## src/rtl/sync_fifo.sv

```systemverilog
`default_nettype none
// +----------------------------------------------------------------------------+
// | Module   : sync_fifo                                                       |
// | Brief    : Single-clock FIFO, first-word-fall-through read, occupancy out. |
// | Revision : 1.0                                                             |
// +----------------------------------------------------------------------------+
module sync_fifo #(
  parameter  int WIDTH = 8,
  parameter  int DEPTH = 4,
  localparam int c_AW  = $clog2(DEPTH)
) (
  input  logic             clk,
  input  logic             rst,
  input  logic             i_push,
  input  logic             i_pop,
  input  logic [WIDTH-1:0] i_data,
  output logic [WIDTH-1:0] o_data,
  output logic             o_full,
  output logic             o_empty,
  output logic [c_AW:0]    o_count
);

  localparam logic [c_AW:0] c_FULL = (c_AW + 1)'(DEPTH);

  logic [WIDTH-1:0] r_mem [DEPTH];
  logic [c_AW-1:0]  r_wr_ptr;
  logic [c_AW-1:0]  r_rd_ptr;
  logic [c_AW:0]    r_count;
  logic             w_push;
  logic             w_pop;

  // Requests against a full/empty FIFO are dropped here, so the count can never over- or underflow.
  assign w_push  = i_push && !o_full;
  assign w_pop   = i_pop && !o_empty;
  assign o_full  = (r_count == c_FULL);
  assign o_empty = (r_count == '0);
  assign o_count = r_count;
  assign o_data  = r_mem[r_rd_ptr];

  always_ff @(posedge clk) begin
    if (w_push) r_mem[r_wr_ptr] <= i_data;
  end

  always_ff @(posedge clk or posedge rst) begin
    if (rst) begin
      r_wr_ptr <= '0;
      r_rd_ptr <= '0;
      r_count  <= '0;
    end else begin
      if (w_push) r_wr_ptr <= r_wr_ptr + 1'b1;
      if (w_pop)  r_rd_ptr <= r_rd_ptr + 1'b1;
      case ({w_push, w_pop})
        2'b10:   r_count <= r_count + 1'b1;
        2'b01:   r_count <= r_count - 1'b1;
        default: r_count <= r_count;
      endcase
    end
  end

endmodule
`default_nettype wire

```

## src/rtl/quick_spi_queue.sv

```systemverilog
`default_nettype none
// +----------------------------------------------------------------------------+
// | Module   : quick_spi_queue                                                 |
// | Brief    : Command/response queue that feeds quick_spi one transfer at a   |
// |            time and collects every returned word with credit checking.     |
// | Revision : 1.0                                                             |
// +----------------------------------------------------------------------------+
module quick_spi_queue #(
  parameter  int MAX_DATA_LENGTH  = 16,
  parameter  int NUM_DEVICES      = 1,
  parameter  int CMD_DEPTH        = 4,
  parameter  int RSP_DEPTH        = 4,
  parameter  int STARTUP_CYCLES   = 4,
  localparam int c_NUM_DATA_WIDTH = $clog2(MAX_DATA_LENGTH),
  localparam int c_W              = MAX_DATA_LENGTH * NUM_DEVICES
) (
  input  logic                        clk_i,
  input  logic                        rst_i,
  input  logic                        cmd_valid_i,
  output logic                        cmd_ready_o,
  input  logic [c_NUM_DATA_WIDTH-1:0] cmd_num_data_i,
  input  logic [c_W-1:0]              cmd_data_i,
  output logic                        rsp_valid_o,
  input  logic                        rsp_ready_i,
  output logic [c_W-1:0]              rsp_data_o,
  output logic                        spi_request_o,
  output logic [c_NUM_DATA_WIDTH-1:0] spi_num_data_o,
  output logic [c_W-1:0]              spi_data_o,
  input  logic [c_W-1:0]              spi_data_i,
  input  logic                        spi_data_valid_i,
  output logic                        busy_o
);

  localparam int c_CMD_W  = c_NUM_DATA_WIDTH + c_W;
  localparam int c_CMD_CW = $clog2(CMD_DEPTH) + 1;
  localparam int c_RSP_CW = $clog2(RSP_DEPTH) + 1;
  localparam int c_SU_W   = (STARTUP_CYCLES > 1) ? $clog2(STARTUP_CYCLES) : 1;

  localparam logic [1:0] c_STARTUP = 2'd0;
  localparam logic [1:0] c_IDLE    = 2'd1;
  localparam logic [1:0] c_BUSY    = 2'd2;

  logic [1:0]                  r_state;
  logic [1:0]                  w_state_next;
  logic [c_SU_W-1:0]           r_startup_cnt;
  logic                        w_startup_done;
  logic                        w_outstanding;
  logic                        w_complete;
  logic                        w_credit_ok;
  logic                        w_issue;
  logic                        r_spi_request;
  logic [c_NUM_DATA_WIDTH-1:0] r_spi_num_data;
  logic [c_W-1:0]              r_spi_data;
  logic                        w_cmd_full;
  logic                        w_cmd_empty;
  logic [c_CMD_W-1:0]          w_cmd_head;
  logic [c_CMD_CW-1:0]         w_cmd_count;
  logic                        w_rsp_full;
  logic                        w_rsp_empty;
  logic [c_RSP_CW-1:0]         w_rsp_count;

  sync_fifo #(.WIDTH(c_CMD_W), .DEPTH(CMD_DEPTH)) u_cmd_fifo (
    .clk     (clk_i),
    .rst     (rst_i),
    .i_push  (cmd_valid_i && cmd_ready_o),
    .i_pop   (w_issue),
    .i_data  ({cmd_num_data_i, cmd_data_i}),
    .o_data  (w_cmd_head),
    .o_full  (w_cmd_full),
    .o_empty (w_cmd_empty),
    .o_count (w_cmd_count)
  );

  sync_fifo #(.WIDTH(c_W), .DEPTH(RSP_DEPTH)) u_rsp_fifo (
    .clk     (clk_i),
    .rst     (rst_i),
    .i_push  (w_complete && !w_rsp_full),
    .i_pop   (rsp_ready_i),
    .i_data  (spi_data_i),
    .o_data  (rsp_data_o),
    .o_full  (w_rsp_full),
    .o_empty (w_rsp_empty),
    .o_count (w_rsp_count)
  );

  assign w_startup_done = (r_startup_cnt == c_SU_W'(STARTUP_CYCLES - 1));

  always_ff @(posedge clk_i or posedge rst_i) begin
    if (rst_i) r_startup_cnt <= '0;
    else if (r_state == c_STARTUP && !w_startup_done) r_startup_cnt <= r_startup_cnt + 1'b1;
  end

  always_ff @(posedge clk_i or posedge rst_i) begin
    if (rst_i) r_state <= c_STARTUP;
    else       r_state <= w_state_next;
  end

  always_comb begin
    w_state_next = r_state;
    case (r_state)
      c_STARTUP: if (w_startup_done) w_state_next = c_IDLE;
      c_IDLE:    if (w_issue) w_state_next = c_BUSY;
      c_BUSY:    if (spi_data_valid_i && !w_issue) w_state_next = c_IDLE;
      default:   w_state_next = c_STARTUP;
    endcase
  end

  // The word of the transfer in flight (or completing now) already owns a response slot,
  // so a new issue needs one more free slot on top of it; a same-cycle pop is not credited.
  always_comb begin
    w_outstanding = (r_state == c_BUSY);
    w_complete    = spi_data_valid_i && w_outstanding;
    w_credit_ok   = (int'(w_rsp_count) + int'(w_outstanding) + 1) <= RSP_DEPTH;
    w_issue       = !w_cmd_empty && (r_state != c_STARTUP) &&
                    ((r_state == c_IDLE) || spi_data_valid_i) && w_credit_ok;
  end

  always_ff @(posedge clk_i or posedge rst_i) begin
    if (rst_i) begin
      r_spi_request  <= 1'b0;
      r_spi_num_data <= '0;
      r_spi_data     <= '0;
    end else begin
      r_spi_request <= w_issue;
      if (w_issue) {r_spi_num_data, r_spi_data} <= w_cmd_head;
    end
  end

  assign spi_request_o  = r_spi_request;
  assign spi_num_data_o = r_spi_num_data;
  assign spi_data_o     = r_spi_data;
  assign cmd_ready_o    = !w_cmd_full;
  assign rsp_valid_o    = !w_rsp_empty;
  assign busy_o         = w_outstanding || (w_cmd_count != '0) || (w_rsp_count != '0);

endmodule
`default_nettype wire
```

## config.mk

```make
export PLATFORM = sky130hd
export DESIGN_NAME = quick_spi_queue
export DESIGN_NICKNAME = d
export VERILOG_FILES = /design/src/rtl/sync_fifo.sv /design/src/rtl/quick_spi_queue.sv
export SDC_FILE = /design/constraint.sdc
export NUM_CORES = 1
export LEC_CHECK = 0
export BUFFER_PORTS_ARGS = -buffer_cell sky130_fd_sc_hd__buf_2
export CORE_ASPECT_RATIO = 1.1
export CORE_UTILIZATION = 25
export DETAILED_ROUTE_END_ITERATION = 16
export GPL_TIMING_DRIVEN = 0
export PLACE_DENSITY = 0.5
export SYNTH_ARGS = -nofsm -noshare
export SYNTH_HDL_FRONTEND = slang
export SYNTH_SLANG_ARGS = --single-unit
export TNS_END_PERCENT = 30
```

## constraint.sdc

```tcl
create_clock -name clk_i -period 3.2 [get_ports clk_i]
set_input_delay 0.32 -clock clk_i [delete_from_list [all_inputs] [get_ports clk_i]]
set_output_delay 0.32 -clock clk_i [all_outputs]
set_load 0.02 [all_outputs]
```

==> results of run 1 <==
## final timing paths
check	from	endpoint	slack (ps)	cells past startpoint
setup reg to reg	r_state[1]	u_cmd_fifo.o_count[2]	390	13
hold / removal	cmd_data_i[11]	u_cmd_fifo.r_mem[0][11]	90	1
min in group asynchronous	rst_i	u_rsp_fifo.r_rd_ptr[0]	350	3
max in group asynchronous	rst_i	u_cmd_fifo.r_rd_ptr[1]	2380	4
setup / recovery	r_state[1]	u_cmd_fifo.o_count[2]	390	13
hold reg to reg	r_startup_cnt[0]	r_startup_cnt[0]	480	1
## through the flow
stage / area, sq um / hold slack [ps]
3_5_place_dp: 8000 / 262
6_report: 8610 / 88.8
3_3_place_gp: 7980 / 462
2_1_floorplan: 7120 / 419
4_1_cts: 8610 / 74.0
5_1_grt: 8610 / 72.4
## power by group
group          leakage [nW]  total (mW)  switching (mW)  internal (mW)
Combinational          1.08        2.94            1.54           1.41
Clock                 0.292        2.08            1.03           1.06
Sequential             1.77        3.35           0.231           3.12
Total                  3.14        8.38            2.79           5.58
## synth_stat cells (2+ instances only)
| library cell | instances | area share |
|---|---|---|
| inv_1 | 17 | 0.0090 |
| nor3_1 | 2 | 0.0014 |
| nor2_1 | 3 | 0.0016 |
| clkbuf_1 | 3 | 0.0016 |
| and2_1 | 6 | 0.0053 |
| mux2_2 | 4 | 0.0063 |
| mux2_4 | 18 | 0.038 |
| dfrtp_1 | 39 | 0.14 |
| buf_12 | 2 | 0.0056 |
| edfxtp_1 | 144 | 0.61 |
| ha_1 | 13 | 0.023 |
| and3_1 | 4 | 0.0035 |
| mux2i_1 | 2 | 0.0028 |
| mux4_2 | 36 | 0.11 |
| buf_2 | 5 | 0.0035 |
| o21ai_0 | 3 | 0.0021 |
| fa_1 | 2 | 0.0056 |
| xor2_1 | 8 | 0.0098 |
| xnor2_1 | 6 | 0.0074 |
| nand2_1 | 3 | 0.0016 |
## layer usage
layer  vias up  GRT usage
li1       1512          -
met1      1727      0.112
met2        94      0.180
met3        10     0.0331
met4         0     0.0315
met5         -          0
## worst register-to-register path, stage by stage (launching register included)
cell and delay [ps]:
dfrtp_1 410, or2b_1 310, ha_1 200, inv_1 90, ha_1 230, o21ai_1 220, nand2_2 150, inv_1 90
ha_1 180, inv_1 60, fa_1 380, xor2_1 150, nor2_1 110, xor2_1 160
## sequential cells by signal, summed over array words and instances (netlist names), 3 cells and up
signal / cells
spi_num_data_o: 4
u_rsp_fifo.r_mem: 64
u_cmd_fifo.r_mem: 80
u_cmd_fifo.o_count: 3
spi_data_o: 16
u_rsp_fifo.o_count: 3
## timing repair
item / in CTS / in global routing
hold endpoints to repair: 7 / 0
setup endpoints to repair: 0 / 0
hold buffers: 1 / 0
## area by class of cell
cell class              count  area (sq um)  area share
plain buffers              10          76.3     0.00886
clock buffers              17           425      0.0494
clock inverters            15           181      0.0211
inverters                  18          70.1     0.00814
multi-input cells         122          1670       0.194
flip-flops and latches    183          5300       0.615
well taps                 363           454      0.0527
repair buffers             82           430      0.0500
## logic make-up (layout without fill, tap and decap cells)
| family | after synthesis | count (layout) | synth area share |
|---|---|---|---|
| compound gates | 8 | 8 | 0.00826 |
| xor+xnor | 14 | 14 | 0.0172 |
| fa+ha+maj | 15 | 15 | 0.0285 |
| buf+inv | 28 | 142 | 0.0206 |
| flops | 183 | 183 | 0.744 |
| mux | 60 | 60 | 0.161 |
| simple gates | 25 | 25 | 0.0202 |
==> results.toml, run 1 <==
[run_status]
status = "finished clean"

[sta]
min_period_ps = 2810
clock_skew_ps = 22.9
rsz0062_at_grt = "no"
finalCritPeriodShare = 0.878
finalMaxSlewViolations = 0
worst_slack_ps = 390
tns_ps = 0
finalSetupViolations = 0
fmax_ghz = 0.356
max-slew-margin-rel = 0.179
hold_viol_final = 0
worst_pin_slew_ps = 1230

[critical_path]
arrival_ps = 3170
cp_slowest_stage_delay_ps = 410
startpoint_type = "register"
cp_max_fo = 5
crit_chain = "or2b_1 -> ha_1 -> inv_1 -> ha_1 -> o21ai_1 -> nand2_2 -> inv_1 -> ha_1 -> inv_1 -> fa_1 -> xor2_1 -> nor2_1 -> xor2_1"
cp.required_ps = 3560
end_kind = "register"
path_class = "reg -> reg"
cp_top_family = "adder cells"
crit_buf_inv = 3
slowest_stage = "dfrtp_1"

[cts]
htreeDepth = 4
clockRootBuffer = "clkbuf_16"
cts_resized = 0
cts_buffer_depth = 2
cts.clk_slew.worst_paths_ps = 80
postCtsSetupRepairBufs = 0
clkSinkCount = 183
cts_tree = "built"
worstSkewPairLatency_ps = 440
cts_buffers = 17

[yosys]
ys_warn_count = 0
postSynthNetCount = 389
syn_inst = 333
synth_area_per_cell_sq_um = 21.4
synthFlopType = "edfxtp_1"
ys_ff_latch = 183
synth-edff-count = 144
synth_cell_types = 33
ys_seq_area_frac = 0.744
synthesis.area_sq_mm = 0.00712
synth_async_sr_flop_share = 0.213

[floorplanning]
fp.coreArea_sq_mm = 0.0279
fp.dieH_um = 179
initial_core_util = 0.256
die-area_sq_mm = 0.0292
fp.dieW_um = 163
pin_count = 81
rows = 64

[cells_and_area]
antennaDiodeCount = 0
mostFrequentLayoutCell = "edfxtp_1"
drive_above_1_share = 0.412
final_cell_mix = "edfxtp_1, buf_2, dfrtp_1"
num-nets-final = 490
fin_cells = 810
syn_to_final_growth_pct = 20.9
utilization = 0.309
nFillCells = 2749

[detailed_routing]
drt_iter0_drc = 150
wire_per_inst_um = 16.7
antenna_left = 0
viasPerCell = 4.13
drc = 0
wl_met2_mm = 6.95
routed_wl_mm = 13.5
vias = 3343
routed.top_layer = "met4"
firstDrtPassIters = 4
drt-met1-wl_mm = 5.62
wl_met3_um = 788

[power]
total_power_mw = 8.38
p_per_area_mw_per_mm2 = 973
leakage_nw = 3.14
peakVddDrop_v = 0.000385

[placed_design]
routabilityCongestion = 0.714
io_buffers = 80
dp.cells = 777
pre_cts_ws_ps = 388
dp_hpwl_mm = 8.59

[min_path]
min_path_type = "in -> reg"

[global_route]
grt_max_degree = 33
grt_pass1_vias = 3798
antenna_found_initial = 0
grt_pass1_wl_mm = 21.2
gr-total-overflow = 0
grt.total_usage = 0.100

[run]
cap_violations = 0
No activity file was read; power rests on OpenSTA's default activity.
==> run 2: changes to the inputs <==
--- a/config.mk
+++ b/config.mk
@@ -6,11 +6,14 @@
 export NUM_CORES = 1
 export LEC_CHECK = 0
 export BUFFER_PORTS_ARGS = -buffer_cell sky130_fd_sc_hd__buf_2
+export CELL_PAD_IN_SITES_DETAIL_PLACEMENT = 1
+export CELL_PAD_IN_SITES_GLOBAL_PLACEMENT = 1
 export CORE_ASPECT_RATIO = 1.1
+export CORE_MARGIN = 1
 export CORE_UTILIZATION = 25
 export DETAILED_ROUTE_END_ITERATION = 16
 export GPL_TIMING_DRIVEN = 0
-export PLACE_DENSITY = 0.5
+export PLACE_DENSITY = 0.54
 export SYNTH_ARGS = -nofsm -noshare
 export SYNTH_HDL_FRONTEND = slang
 export SYNTH_SLANG_ARGS = --single-unit
==> run 2 against run 1 <==
Effect of this change:
- core utilization hardly changed
- clock power hardly changed
- register-to-register slack worse by 40 ps
- global-route usage up 0.56 points
- clock-buffer cell count up 1
- clock skew fell by 14 ps
- sequential share of layout area is 0.063 points higher
- critical endpoint unchanged
- highest routed layer is now met5
==> results.toml, run 2 (synthesized netlist as in run 1, its figures left out) <==
[detailed_routing]
routed.top_layer = "met5"
drt_iter0_drc = 230
vias = 3333
wl_met3_um = 827
drc = 0
drt-met1-wl_mm = 5.73
routed_wl_mm = 14.1
firstDrtPassIters = 4
wire_per_inst_um = 17.4
viasPerCell = 4.11
antenna_left = 0
wl_met2_mm = 7.31

[floorplanning]
die-area_sq_mm = 0.0292
fp.dieW_um = 163
pin_count = 81
initial_core_util = 0.256
rows = 64
fp.coreArea_sq_mm = 0.0279
fp.dieH_um = 179

[critical_path]
cp_top_family = "adder cells"
arrival_ps = 3200
worstSetupStartpoint = "r_state[1]"
cp.required_ps = 3550
path_depth = 13
crit_chain = "or2b_1 -> ha_1 -> inv_1 -> ha_1 -> o21ai_1 -> nand2_2 -> inv_1 -> ha_1 -> inv_1 -> fa_1 -> xor2_1 -> nor2_1 -> xor2_1"
cp_max_fo = 5
path_class = "reg -> reg"
slowest_stage = "dfrtp_1"
r2r-end = "u_cmd_fifo.o_count[2]"
end_kind = "register"
startpoint_type = "register"
rr_worst_depth = 13
crit_buf_inv = 3
cp_slowest_stage_delay_ps = 420
reg2reg_from = "r_state[1]"
r2r_slack_ps = 350

[global_route]
grt_pass1_wl_mm = 22.3
grt.total_usage = 0.106
antenna_found_initial = 3
grt_max_degree = 36
grt_pass1_vias = 3839
gr-total-overflow = 0

[cells_and_area]
final_cell_mix = "edfxtp_1, buf_2, dfrtp_1"
syn_to_final_growth_pct = 20.8
largest_reg_flops = 80
antennaDiodeCount = 0
num-nets-final = 490
drive_above_1_share = 0.412
mostFrequentLayoutCell = "edfxtp_1"
utilization = 0.309
multi_input_area_sq_mm = 0.00167
nFillCells = 2862
seqCellArea_sq_mm = 0.00530
regMostFlops = "u_cmd_fifo.r_mem"

[cts]
clkSinkCount = 183
htreeDepth = 4
cts_buffer_depth = 2
clockRootBuffer = "clkbuf_16"
cts.clk_slew.worst_paths_ps = 70
cts_resized = 0
cts_tree = "built"
postCtsSetupRepairBufs = 0
worstSkewPairLatency_ps = 420
cts_buffers = 17

[run_status]
status = "finished clean"

[power]
p_per_area_mw_per_mm2 = 979
leakage_nw = 3.14
peakVddDrop_v = 0.000350

[placed_design]
dp_hpwl_mm = 9.06
io_buffers = 80
routabilityCongestion = 0.702

[min_path]
holdPathEnd = "u_cmd_fifo.r_mem[0][9]"
min_path_type = "in -> reg"
min_path_cells = 1
hp-start = "cmd_data_i[9]"

[sta]
finalMaxSlewViolations = 0
finalSetupViolations = 0
rsz0062_at_grt = "no"
max-slew-margin-rel = 0.174
finalCritPeriodShare = 0.891
tns_ps = 0
worst_pin_slew_ps = 1240
min_period_ps = 2850
hold_viol_final = 0
fmax_ghz = 0.351
clock_skew_ps = 9.28

[run]
cap_violations = 0
==> run 2: area by class of cell <==
class                      instances  area share
sequential                       183       0.616
tap                              363      0.0528
inverter                          18     0.00814
buffer                            10     0.00887
clock inverter                    14      0.0185
timing repair buffer              82      0.0500
multi-input combinational        122       0.195
clock buffer                      18      0.0510
==> run 2: routing by layer <==
metal  vias to the layer above  track usage
met5                         -            0
li1                       1503            -
met1                      1726        0.117
met3                        20       0.0389
met4                         6       0.0378
met2                        78        0.185
==> run 2: worst max-delay path by stage <==
stage | end | slack (ps)
2_1_floorplan | u_cmd_fifo.o_count[2] | 630
3_3_place_gp | u_cmd_fifo.o_count[2] | 460
3_5_place_dp | u_cmd_fifo.o_count[2] | 320
4_1_cts | u_cmd_fifo.o_count[2] | 300
5_1_grt | u_cmd_fifo.o_count[2] | 110
6_report | u_cmd_fifo.o_count[2] | 350
==> run 2: timing repair <==
item,in CTS,in global routing
endpoints found under the hold margin,4,0
setup endpoints to repair,0,0
hold buffers,1,0
==> run 2: report_power, final <==
group | leakage, nW | total [mW] | internal, mW | switching (mW)
clock | 0.293 | 2.11 | 1.13 | 0.979
combinational | 1.08 | 2.95 | 1.41 | 1.54
sequential | 1.77 | 3.36 | 3.12 | 0.241
==> run 2: stage by stage <==
stage | area, sq um | setup WS [ps] | instances | hold slack, ps | power, mW
final | 8600 | 349 | 810 | 101 | 8.42
after detailed placement | 8000 | 325 | 777 | 215 | 6.45
after CTS | 8600 | 305 | 810 | 76.4 | 8.61
after global placement | 7980 | 459 | 776 | 461 | 6.34
after floorplan | 7120 | 630 | 333 | 419 | 5.58
after global routing | 8600 | 106 | 810 | 74.5 | 8.94
==> run 3: changes to the inputs <==
--- a/config.mk
+++ b/config.mk
@@ -11,9 +11,11 @@
 export CORE_ASPECT_RATIO = 1.1
 export CORE_MARGIN = 1
 export CORE_UTILIZATION = 25
+export CTS_BUF_LIST = sky130_fd_sc_hd__clkbuf_4 sky130_fd_sc_hd__clkbuf_8
 export DETAILED_ROUTE_END_ITERATION = 16
 export GPL_TIMING_DRIVEN = 0
 export PLACE_DENSITY = 0.54
+export SETUP_SLACK_MARGIN = 0.1
 export SYNTH_ARGS = -nofsm -noshare
 export SYNTH_HDL_FRONTEND = slang
 export SYNTH_SLANG_ARGS = --single-unit
==> run 3 against run 2 <==
Effect of this change:
- first-iteration DRC count fell by 0.87%
- combinational power hardly changed
- sequential share of layout area up 1.4 points
- via count up 0.51%
- final area fell by 2.2%
- cell count unchanged
- clock skew rose by 5.6 ps
- worst hold slack worse by 33 ps
==> results.toml, run 3 (synthesized netlist as in run 1, its figures left out) <==
[critical_path]
path_class = "reg -> reg"
cp.required_ps = 3580
crit_buf_inv = 3
cp_slowest_stage_delay_ps = 430
crit_chain = "or2b_1 -> ha_1 -> inv_1 -> ha_1 -> o21ai_2 -> nand2_2 -> inv_1 -> ha_1 -> inv_1 -> fa_1 -> xor2_1 -> nor2_1 -> xor2_1"
end_kind = "register"
slowest_stage = "dfrtp_1"
arrival_ps = 3190
startpoint_type = "register"
cp_max_fo = 5
cp_top_family = "adder cells"

[detailed_routing]
antenna_left = 0
drc = 0
firstDrtPassIters = 4
routed_wl_mm = 14.0
drt_iter0_drc = 228
wire_per_inst_um = 17.3
viasPerCell = 4.14
vias = 3350

[cells_and_area]
syn_to_final_growth_pct = 18.2
num-nets-final = 490
fin_cells = 810
antennaDiodeCount = 0
final_cell_mix = "edfxtp_1, buf_2, dfrtp_1"
mostFrequentLayoutCell = "edfxtp_1"
utilization = 0.302
nFillCells = 2878
largest_reg_flops = 80
regMostFlops = "u_cmd_fifo.r_mem"
drive_above_1_share = 0.414

[cts]
clkSinkCount = 183
cts_buffers = 17
htreeDepth = 4
cts_buffer_depth = 2
clockRootBuffer = "clkbuf_8"
cts_tree = "built"
worstSkewPairLatency_ps = 460
cts.clk_slew.worst_paths_ps = 100
postCtsSetupRepairBufs = 0

[power]
switching_power_mw = 2.70
peakVddDrop_v = 0.000337
total_power_mw = 7.90
p_per_area_mw_per_mm2 = 939
p_clk_frac = 0.201
leakage_nw = 3.06
p_int_mw = 5.20
p_seq_frac = 0.425
p_comb_frac = 0.375
switching_share = 0.342

[sta]
clock_skew_ps = 14.8
hold_viol_final = 0
min_period_ps = 2800
finalSetupViolations = 0
fmax_ghz = 0.357
finalMaxSlewViolations = 0
max-slew-margin-rel = 0.174
tns_ps = 0
finalCritPeriodShare = 0.875
worst_pin_slew_ps = 1240
rsz0062_at_grt = "no"
worst_slack_ps = 399

[placed_design]
io_buffers = 80
dp.cells = 777
routabilityCongestion = 0.702
pre_cts_ws_ps = 325
dp_hpwl_mm = 9.06

[global_route]
grt_max_degree = 36
antenna_found_initial = 3
grt_pass1_vias = 3822
gr-total-overflow = 0
grt.total_usage = 0.105
grt_pass1_wl_mm = 22.1

[floorplanning]
fp.coreArea_sq_mm = 0.0279
rows = 64
die-area_sq_mm = 0.0292
initial_core_util = 0.256
fp.dieW_um = 163
fp.dieH_um = 179
pin_count = 81

[run]
cap_violations = 0

[run_status]
status = "finished clean"

[min_path]
min_path_type = "in -> reg"
[run 3: cell types whose count changed in the layout (fill, tap and decap cells not counted)]
cell / change
clkbuf_16: -17
o21ai_2: +1
clkbuf_8: +17
o21ai_1: -1
[run 3: worst paths after layout]
path                                        from                     end  slack [ps]  cells after the start
worst min-delay path               cmd_data_i[9]  u_cmd_fifo.r_mem[0][9]          70                      1
min in group asynchronous                  rst_i           spi_data_o[4]         280                      3
worst max register to register        r_state[1]   u_cmd_fifo.o_count[2]         400                     13
max in group asynchronous                  rst_i           spi_data_o[2]        2480                      4
worst max-delay path                  r_state[1]   u_cmd_fifo.o_count[2]         400                     13
worst min register to register  r_startup_cnt[0]        r_startup_cnt[0]         490                      1
[run 3: timing repair]
action / 4_1_cts / 5_1_grt
gates resized for setup: 0 / 1
hold buffers: 1 / 0
hold endpoints to repair: 39 / 0
setup endpoints to repair: 0 / 1
[run 3: layout make-up]
class / count / area [sq um] / share of cell area
clock inverters: 14 / 159 / 0.0189
multi-input cells: 122 / 1680 / 0.199
inverters: 18 / 70.1 / 0.00833
repair buffers: 82 / 430 / 0.0511
well taps: 363 / 454 / 0.0540
plain buffers: 10 / 76.3 / 0.00907
clock buffers: 18 / 248 / 0.0294
flip-flops and latches: 183 / 5300 / 0.630
[run 3: per-stage QoR]
step                hold WS, ps  instance area, sq um
finish                     68.4                  8420
global route               27.6                  8420
CTS                        25.6                  8410
detailed placement          215                  8000
global placement            461                  7980
floorplan                   419                  7120
[run 3: power groups by stage]
stage          combinational (mW)  clock, mW  sequential, mW
2_1_floorplan                2.08          0            3.50
3_3_place_gp                 2.96          0            3.38
3_5_place_dp                 3.03          0            3.41
4_1_cts                      3.05       1.66            3.37
5_1_grt                      3.25       1.74            3.42
6_report                     2.96       1.59            3.36
[run 3: layer usage]
| metal | share of wire | vias up | track usage |
|---|---|---|---|
| met2 | 0.51 | 84 | 0.185 |
| met1 | 0.41 | 1734 | 0.117 |
| met5 | 0.0026 | - | 0 |
| met4 | 0.015 | 6 | 0.0378 |
| li1 | - | 1503 | - |
| met3 | 0.060 | 23 | 0.0361 |
